$ cat src/rtl/vape_pkg.sv
// Shared definitions for the VAPE DMA arbiter and the output-protection monitor.
// Holds the arbiter state encoding, address width and the inclusive range test.
package vape_pkg;

  localparam int ADDR_W  = 16;
  localparam int STALL_W = 8;

  typedef enum logic [1:0] {
    ST_IDLE  = 2'd0,
    ST_GRANT = 2'd1,
    ST_HOLD  = 2'd2
  } vape_state_e;

  // Inclusive bounds on both ends, matching how ER/OR limits are programmed.
  function automatic logic in_range(input logic [ADDR_W-1:0] addr,
                                    input logic [ADDR_W-1:0] lo,
                                    input logic [ADDR_W-1:0] hi);
    return (addr >= lo) && (addr <= hi);
  endfunction

endpackage

$ cat src/rtl/vape_rr_pick.sv
// Combinational round-robin selector: first set request at or after ptr, wrapping.
// Rotates the request vector down by ptr, takes the lowest set bit, rotates back up.
module vape_rr_pick
  import vape_pkg::*;
#(
  parameter int N_REQ = 2,
  parameter int IDX_W = 1
) (
  input  logic [N_REQ-1:0] req,
  input  logic [IDX_W-1:0] ptr,
  output logic [N_REQ-1:0] pick,
  output logic             valid
);

  logic [2*N_REQ-1:0] req_dbl;
  logic [2*N_REQ-1:0] rot;
  logic [2*N_REQ-1:0] pick_dbl;
  logic [N_REQ-1:0]   first;

  always_comb begin
    req_dbl = {req, req};
    rot     = req_dbl >> ptr;
    first   = '0;
    valid   = 1'b0;
    for (int k = 0; k < N_REQ; k++) begin
      if (!valid && rot[k]) begin
        first[k] = 1'b1;
        valid    = 1'b1;
      end
    end
    pick_dbl = {{N_REQ{1'b0}}, first} << ptr;
    pick     = pick_dbl[N_REQ-1:0] | pick_dbl[2*N_REQ-1:N_REQ];
  end

endmodule

$ cat src/rtl/vape_dma_arbiter.sv
// Round-robin DMA port arbiter that defers output-region writes during attested execution.
// A deferred beat is forced through after STALL_MAX hold cycles and flagged on stall_ovf.
module vape_dma_arbiter
  import vape_pkg::*;
#(
  parameter int N_REQ     = 2,
  parameter int BURST_MAX = 8,
  parameter int STALL_MAX = 255
) (
  input  logic                    clk,
  input  logic                    rst,
  input  logic [N_REQ-1:0]        req,
  input  logic [ADDR_W*N_REQ-1:0] req_addr,
  input  logic [N_REQ-1:0]        req_wr,
  output logic [N_REQ-1:0]        gnt,
  output logic                    dma_en,
  output logic [ADDR_W-1:0]       dma_addr,
  output logic                    dma_wr,
  input  logic [ADDR_W-1:0]       pc,
  input  logic [ADDR_W-1:0]       ER_min,
  input  logic [ADDR_W-1:0]       ER_max,
  input  logic [ADDR_W-1:0]       OR_min,
  input  logic [ADDR_W-1:0]       OR_max,
  input  logic                    exec_in,
  output logic                    hold,
  output logic                    stall_ovf,
  output vape_state_e             fsm_state
);

  localparam int IDX_W  = (N_REQ > 1) ? $clog2(N_REQ) : 1;
  localparam int BEAT_W = $clog2(BURST_MAX + 1);
  localparam logic [IDX_W-1:0]   IDX_LAST  = IDX_W'(N_REQ - 1);
  localparam logic [BEAT_W-1:0]  BEAT_LAST = BEAT_W'(BURST_MAX - 1);
  localparam logic [BEAT_W-1:0]  BEAT_FULL = BEAT_W'(BURST_MAX);
  localparam logic [STALL_W-1:0] STALL_LIM = STALL_W'(STALL_MAX);

  vape_state_e        state, state_n;
  logic [N_REQ-1:0]   gnt_n;
  logic [IDX_W-1:0]   rr_ptr, rr_n, rr_next;
  logic [BEAT_W-1:0]  beat_cnt, beat_n;
  logic [STALL_W-1:0] stall_cnt, stall_n;
  logic               en_n, wr_n, ovf_n;
  logic [ADDR_W-1:0]  addr_n;

  logic [N_REQ-1:0]   pick;
  logic               pick_valid;
  logic [IDX_W-1:0]   g_idx;
  logic [ADDR_W-1:0]  g_addr;
  logic               g_req, g_wr;
  logic               or_hit, in_er, defer_now;
  logic               owned, force_beat, accept, do_release;

  vape_rr_pick #(
    .N_REQ (N_REQ),
    .IDX_W (IDX_W)
  ) u_pick (
    .req   (req),
    .ptr   (rr_ptr),
    .pick  (pick),
    .valid (pick_valid)
  );

  always_comb begin
    g_idx  = '0;
    g_addr = '0;
    for (int i = 0; i < N_REQ; i++) begin
      if (gnt[i]) begin
        g_idx  = IDX_W'(i);
        g_addr = req_addr[i*ADDR_W +: ADDR_W];
      end
    end
  end

  assign g_req      = |(gnt & req);
  assign g_wr       = |(gnt & req_wr);
  assign or_hit     = g_wr && in_range(g_addr, OR_min, OR_max);
  assign in_er      = in_range(pc, ER_min, ER_max);
  assign defer_now  = or_hit && exec_in && !in_er;
  assign owned      = (state != ST_IDLE);
  assign force_beat = (state == ST_HOLD) && (stall_cnt == STALL_LIM);
  assign rr_next    = (g_idx == IDX_LAST) ? '0 : g_idx + IDX_W'(1);

  // Handshake: a requester holds req (with addr/wr stable) until its beat is accepted;
  // a beat is accepted on the cycle gnt[i] && req[i] && !hold, and appears on dma_* one cycle later.
  assign accept    = owned && g_req && (!defer_now || force_beat);
  assign hold      = owned && g_req && defer_now && !force_beat;
  assign fsm_state = state;

  always_comb begin
    state_n    = state;
    gnt_n      = gnt;
    rr_n       = rr_ptr;
    beat_n     = beat_cnt;
    stall_n    = stall_cnt;
    en_n       = 1'b0;
    addr_n     = dma_addr;
    wr_n       = dma_wr;
    ovf_n      = 1'b0;
    do_release = 1'b0;
    case (state)
      ST_IDLE: begin
        if (pick_valid) begin
          state_n = ST_GRANT;
          gnt_n   = pick;
          beat_n  = '0;
          stall_n = '0;
        end
      end
      ST_GRANT, ST_HOLD: begin
        if (!g_req) begin
          do_release = 1'b1;
        end else if (accept) begin
          en_n    = 1'b1;
          addr_n  = g_addr;
          wr_n    = g_wr;
          // Accepting while still deferred is only possible through the stall limit.
          ovf_n   = defer_now;
          stall_n = '0;
          beat_n  = (beat_cnt == BEAT_FULL) ? beat_cnt : beat_cnt + BEAT_W'(1);
          if (beat_cnt == BEAT_LAST) begin
            do_release = 1'b1;
          end else begin
            state_n = ST_GRANT;
          end
        end else begin
          state_n = ST_HOLD;
          stall_n = (stall_cnt == STALL_LIM) ? stall_cnt : stall_cnt + STALL_W'(1);
        end
      end
      default: begin
        state_n = ST_IDLE;
        gnt_n   = '0;
      end
    endcase
    // Release always passes through IDLE so the next owner waits one cycle.
    if (do_release) begin
      state_n = ST_IDLE;
      gnt_n   = '0;
      rr_n    = rr_next;
      beat_n  = '0;
      stall_n = '0;
    end
  end

  always_ff @(posedge clk) begin
    if (rst) begin
      state     <= ST_IDLE;
      gnt       <= '0;
      rr_ptr    <= '0;
      beat_cnt  <= '0;
      stall_cnt <= '0;
      dma_en    <= 1'b0;
      dma_addr  <= '0;
      dma_wr    <= 1'b0;
      stall_ovf <= 1'b0;
    end else begin
      state     <= state_n;
      gnt       <= gnt_n;
      rr_ptr    <= rr_n;
      beat_cnt  <= beat_n;
      stall_cnt <= stall_n;
      dma_en    <= en_n;
      dma_addr  <= addr_n;
      dma_wr    <= wr_n;
      stall_ovf <= ovf_n;
    end
  end

endmodule

$ cat config.mk
export PLATFORM = sky130hd
export DESIGN_NAME = vape_dma_arbiter
export DESIGN_NICKNAME = d
export VERILOG_FILES = /design/src/rtl/vape_pkg.sv /design/src/rtl/vape_rr_pick.sv /design/src/rtl/vape_dma_arbiter.sv
export SDC_FILE = /design/constraint.sdc
export NUM_CORES = 1
export LEC_CHECK = 0
export ABC_AREA = 1
export CELL_PAD_IN_SITES_DETAIL_PLACEMENT = 2
export CELL_PAD_IN_SITES_GLOBAL_PLACEMENT = 2
export CORE_UTILIZATION = 26
export DETAILED_ROUTE_END_ITERATION = 6
export PLACE_DENSITY = 0.85
export SKIP_LAST_GASP = 1
export SLEW_MARGIN = 25
export SYNTH_ARGS = -nofsm -noshare
export SYNTH_HDL_FRONTEND = slang
export SYNTH_SLANG_ARGS = --single-unit
$ cat constraint.sdc
create_clock -name clk -period 7 [get_ports clk]
set_input_delay 1.4 -clock clk [delete_from_list [all_inputs] [get_ports clk]]
set_output_delay 1.4 -clock clk [all_outputs]
set_load 0.01 [all_outputs]
==> results.cfg <==
[status]
outcome = finished clean

[setup_path]
worstPathBufferInverterCount = 2
critical_path.startpoint_type = input pin
crit_path_max_incr_delay_ns = 0.58
cp_cell_sequence = clkdlybuf4s50_1, a22o_1, ha_1, nand4_1, nor3_2, nand4_1, a21oi_2, nand4_4, nor3_1, clkdlybuf4s50_1
critPathTopFamily = simple AND/OR/NAND/NOR gates
end_kind = primary output
cp.required_ns = 5.60
critPathMaxFanout = 5
cp.arrival_ns = 4.26
worst-setup-path-type = in -> out
worst_path_max_delay_cell = clkdlybuf4s50_1

[final_layout]
area_growth_pct = 45.9
final_nets = 873
final_layout_size_suffix_gt1_share_pct = 7.88
stdcell_count = 865
antennaDiodeCount = 0

[clock_network]
hold_buffers = 0
clock_latency_ns = 0.29
cts_root_buf = clkbuf_16
cts_tree = built
post_cts_buffers = 0
clk_pin_slew_ns = 0.05
cts_max_level = 2
ctsLongestPathBuffers = 2
cts_sinks = 36
cts_resized = 0
cts_buffers = 5

[placement]
routabilityCongestion = 0.796
dp_hpwl_um = 11700
placedCellCount = 857
numPortBuffers = 142

[yosys]
ys_top_cells_by_area = ha_1 23%, dfxtp_1 19%, nand2_1 11%
syn_inst = 544
yosysWarnings = 0
yosysTopAreaCell = ha_1
synth_edf_count = 0
synthesis.nets = 733
syn_area_per_cell_um2 = 7.02
synth_most_common_cell = nand2_1
synth_common_cells = 113 x nand2_1, 101 x inv_1, 70 x ha_1
synth-main-ff-cell = dfxtp_1
synth-seq-cells = 36
syn_area_um2 = 3820
yosysSeqAreaShare_pct = 18.9
yosysUniqueCellTypes = 37
synth_top_area_share_pct = 23.0
synthArstFlopShare_pct = 0

[timing]
setup_viol = 0
finalHoldViolations = 0
finalClockSkew_ns = 0.00996
finalSetupTns_ns = 0
finalCritPeriodShare_pct = 80.8
maxSlewHeadroom_pct = 45.9
max_freq_ghz = 0.177
rsz0062_at_grt = false
tightest_slew_ns = 0.810
min_period_ns = 5.66
drv_slew = 0

[floorplanning]
die_h_um = 123
start_util_pct = 27.1
coreArea_um2 = 14100
pin_count = 143
die_w_um = 123
num_rows = 43
die_area_um2 = 15200

[grt]
grt_pass1_vias = 4697
grt-ovfl-total = 0
grt_pass1_wl_um = 22300
track_usage_pct = 18.9
antenna_found_initial = 0
grt_max_degree = 22

[detailed_routing]
drtIter0Drc = 72
num_vias = 4079
drt_first_pass_iters = 4
drc = 0
ant_nets = 0
wl_met3_um = 836
viasPerCell = 4.72
met1Wirelength_um = 5490
wl_per_cell_um = 15.9
wl_met2_um = 7290
wirelength_um = 13800
highest_layer = met4

[job]
drv_cap = 0

[pwr]
total_power_mw = 1.25
p_leak_nw = 2.76
ir_worst_vdd_mv = 0.108
p_per_area_nw_per_um2 = 224

[min_path]
hp-class = reg -> reg
[tightest hold or removal path: stages, from the launching register on]
cell and delay [ns]:
dfxtp_1 0.31, nand2_1 0.07, a21oi_2 0.05
[cells by family (layout without fill, tap and decap cells)]
kind of cell / after synthesis / after routing / synth area share [%]
DFF: 36 / 36 / 18.9
adders and majority gates: 70 / 70 / 23.0
buffers and inverters: 116 / 257 / 12.5
and+or+nand+nor: 224 / 224 / 28.8
AOI/OAI and AO/OA: 92 / 92 / 15.5
xor gates and xnor gates: 6 / 6 / 1.38
[placed cells by master, fill, tap and decap left out, types with 3 or more instances in the layout]
| master | Yosys | final |
|---|---|---|
| nor2_1 | 44 | 43 |
| nand2_2 | 6 | 6 |
| nor2_4 | 3 | 3 |
| xor2_1 | 6 | 6 |
| a21oi_2 | 11 | 11 |
| inv_2 | 3 | 3 |
| nand3_1 | 27 | 27 |
| ha_1 | 70 | 70 |
| nand2_1 | 113 | 113 |
| nand2_4 | 10 | 10 |
| clkdlybuf4s50_1 | 0 | 142 |
| a22o_1 | 16 | 16 |
| inv_1 | 101 | 101 |
| clkbuf_16 | 0 | 5 |
| a21oi_1 | 42 | 42 |
| o21ai_0 | 13 | 13 |
| nor3_1 | 3 | 3 |
| nor3_2 | 3 | 3 |
| nand4_1 | 7 | 7 |
| dfxtp_1 | 36 | 36 |
[metal layers]
metal	vias to the layer above	GRT usage [%]
met4	0	4.29
met5	-	0
met1	1902	20.1
met3	10	3.60
li1	2052	-
met2	115	37.8
[registers in the layout (all words and copies together), names as in the netlist]
signal,cells
fsm_state,2
stall_ovf,1
gnt,2
dma_addr,16
beat_cnt,4
dma_wr,1
stall_cnt,8
dma_en,1
rr_ptr,1
[final timing paths]
kind / endpoint / slack, ns / depth (start not counted) / startpoint
worst max-delay path: hold / 1.34 / 10 / req_addr[30]
worst min-delay path: dma_addr[12]$_SDFFE_PP0P_ / 0.48 / 2 / dma_addr[12]$_SDFFE_PP0P_
worst max register to register: dma_addr[5]$_SDFFE_PP0P_ / 3.27 / 16 / gnt[1]$_SDFFE_PP0P_
worst min register to register: dma_addr[12]$_SDFFE_PP0P_ / 0.48 / 2 / dma_addr[12]$_SDFFE_PP0P_
[where the power goes]
| part | switching, mW | internal [mW] | total (mW) |
|---|---|---|---|
| sequential | 0.0350 | 0.231 | 0.266 |
| combinational | 0.443 | 0.277 | 0.720 |
| clock | 0.0955 | 0.167 | 0.263 |
| total | 0.574 | 0.676 | 1.25 |
[layout make-up]
class | instances | area (um^2)
clock buffers | 5 | 125
clock inverters | 3 | 42.5
fillers | 1685 | 8530
inverters | 106 | 404
multi-input cells | 392 | 2620
flip-flops and latches | 36 | 721
well taps | 180 | 225
repair buffers | 143 | 1430
[metrics by stage]
stage	instance area (um^2)	utilization, %	worst slack [ns]	hold slack (ns)
floorplan	3820	-	2.60	0.469
global placement	5400	38.3	1.44	0.463
detailed placement	5400	38.3	1.35	0.470
CTS	5570	39.5	1.29	0.482
global route	5570	39.5	1.17	0.505
finish	5570	39.5	1.34	0.476
Note: power is estimated with default switching activity, not from simulation.
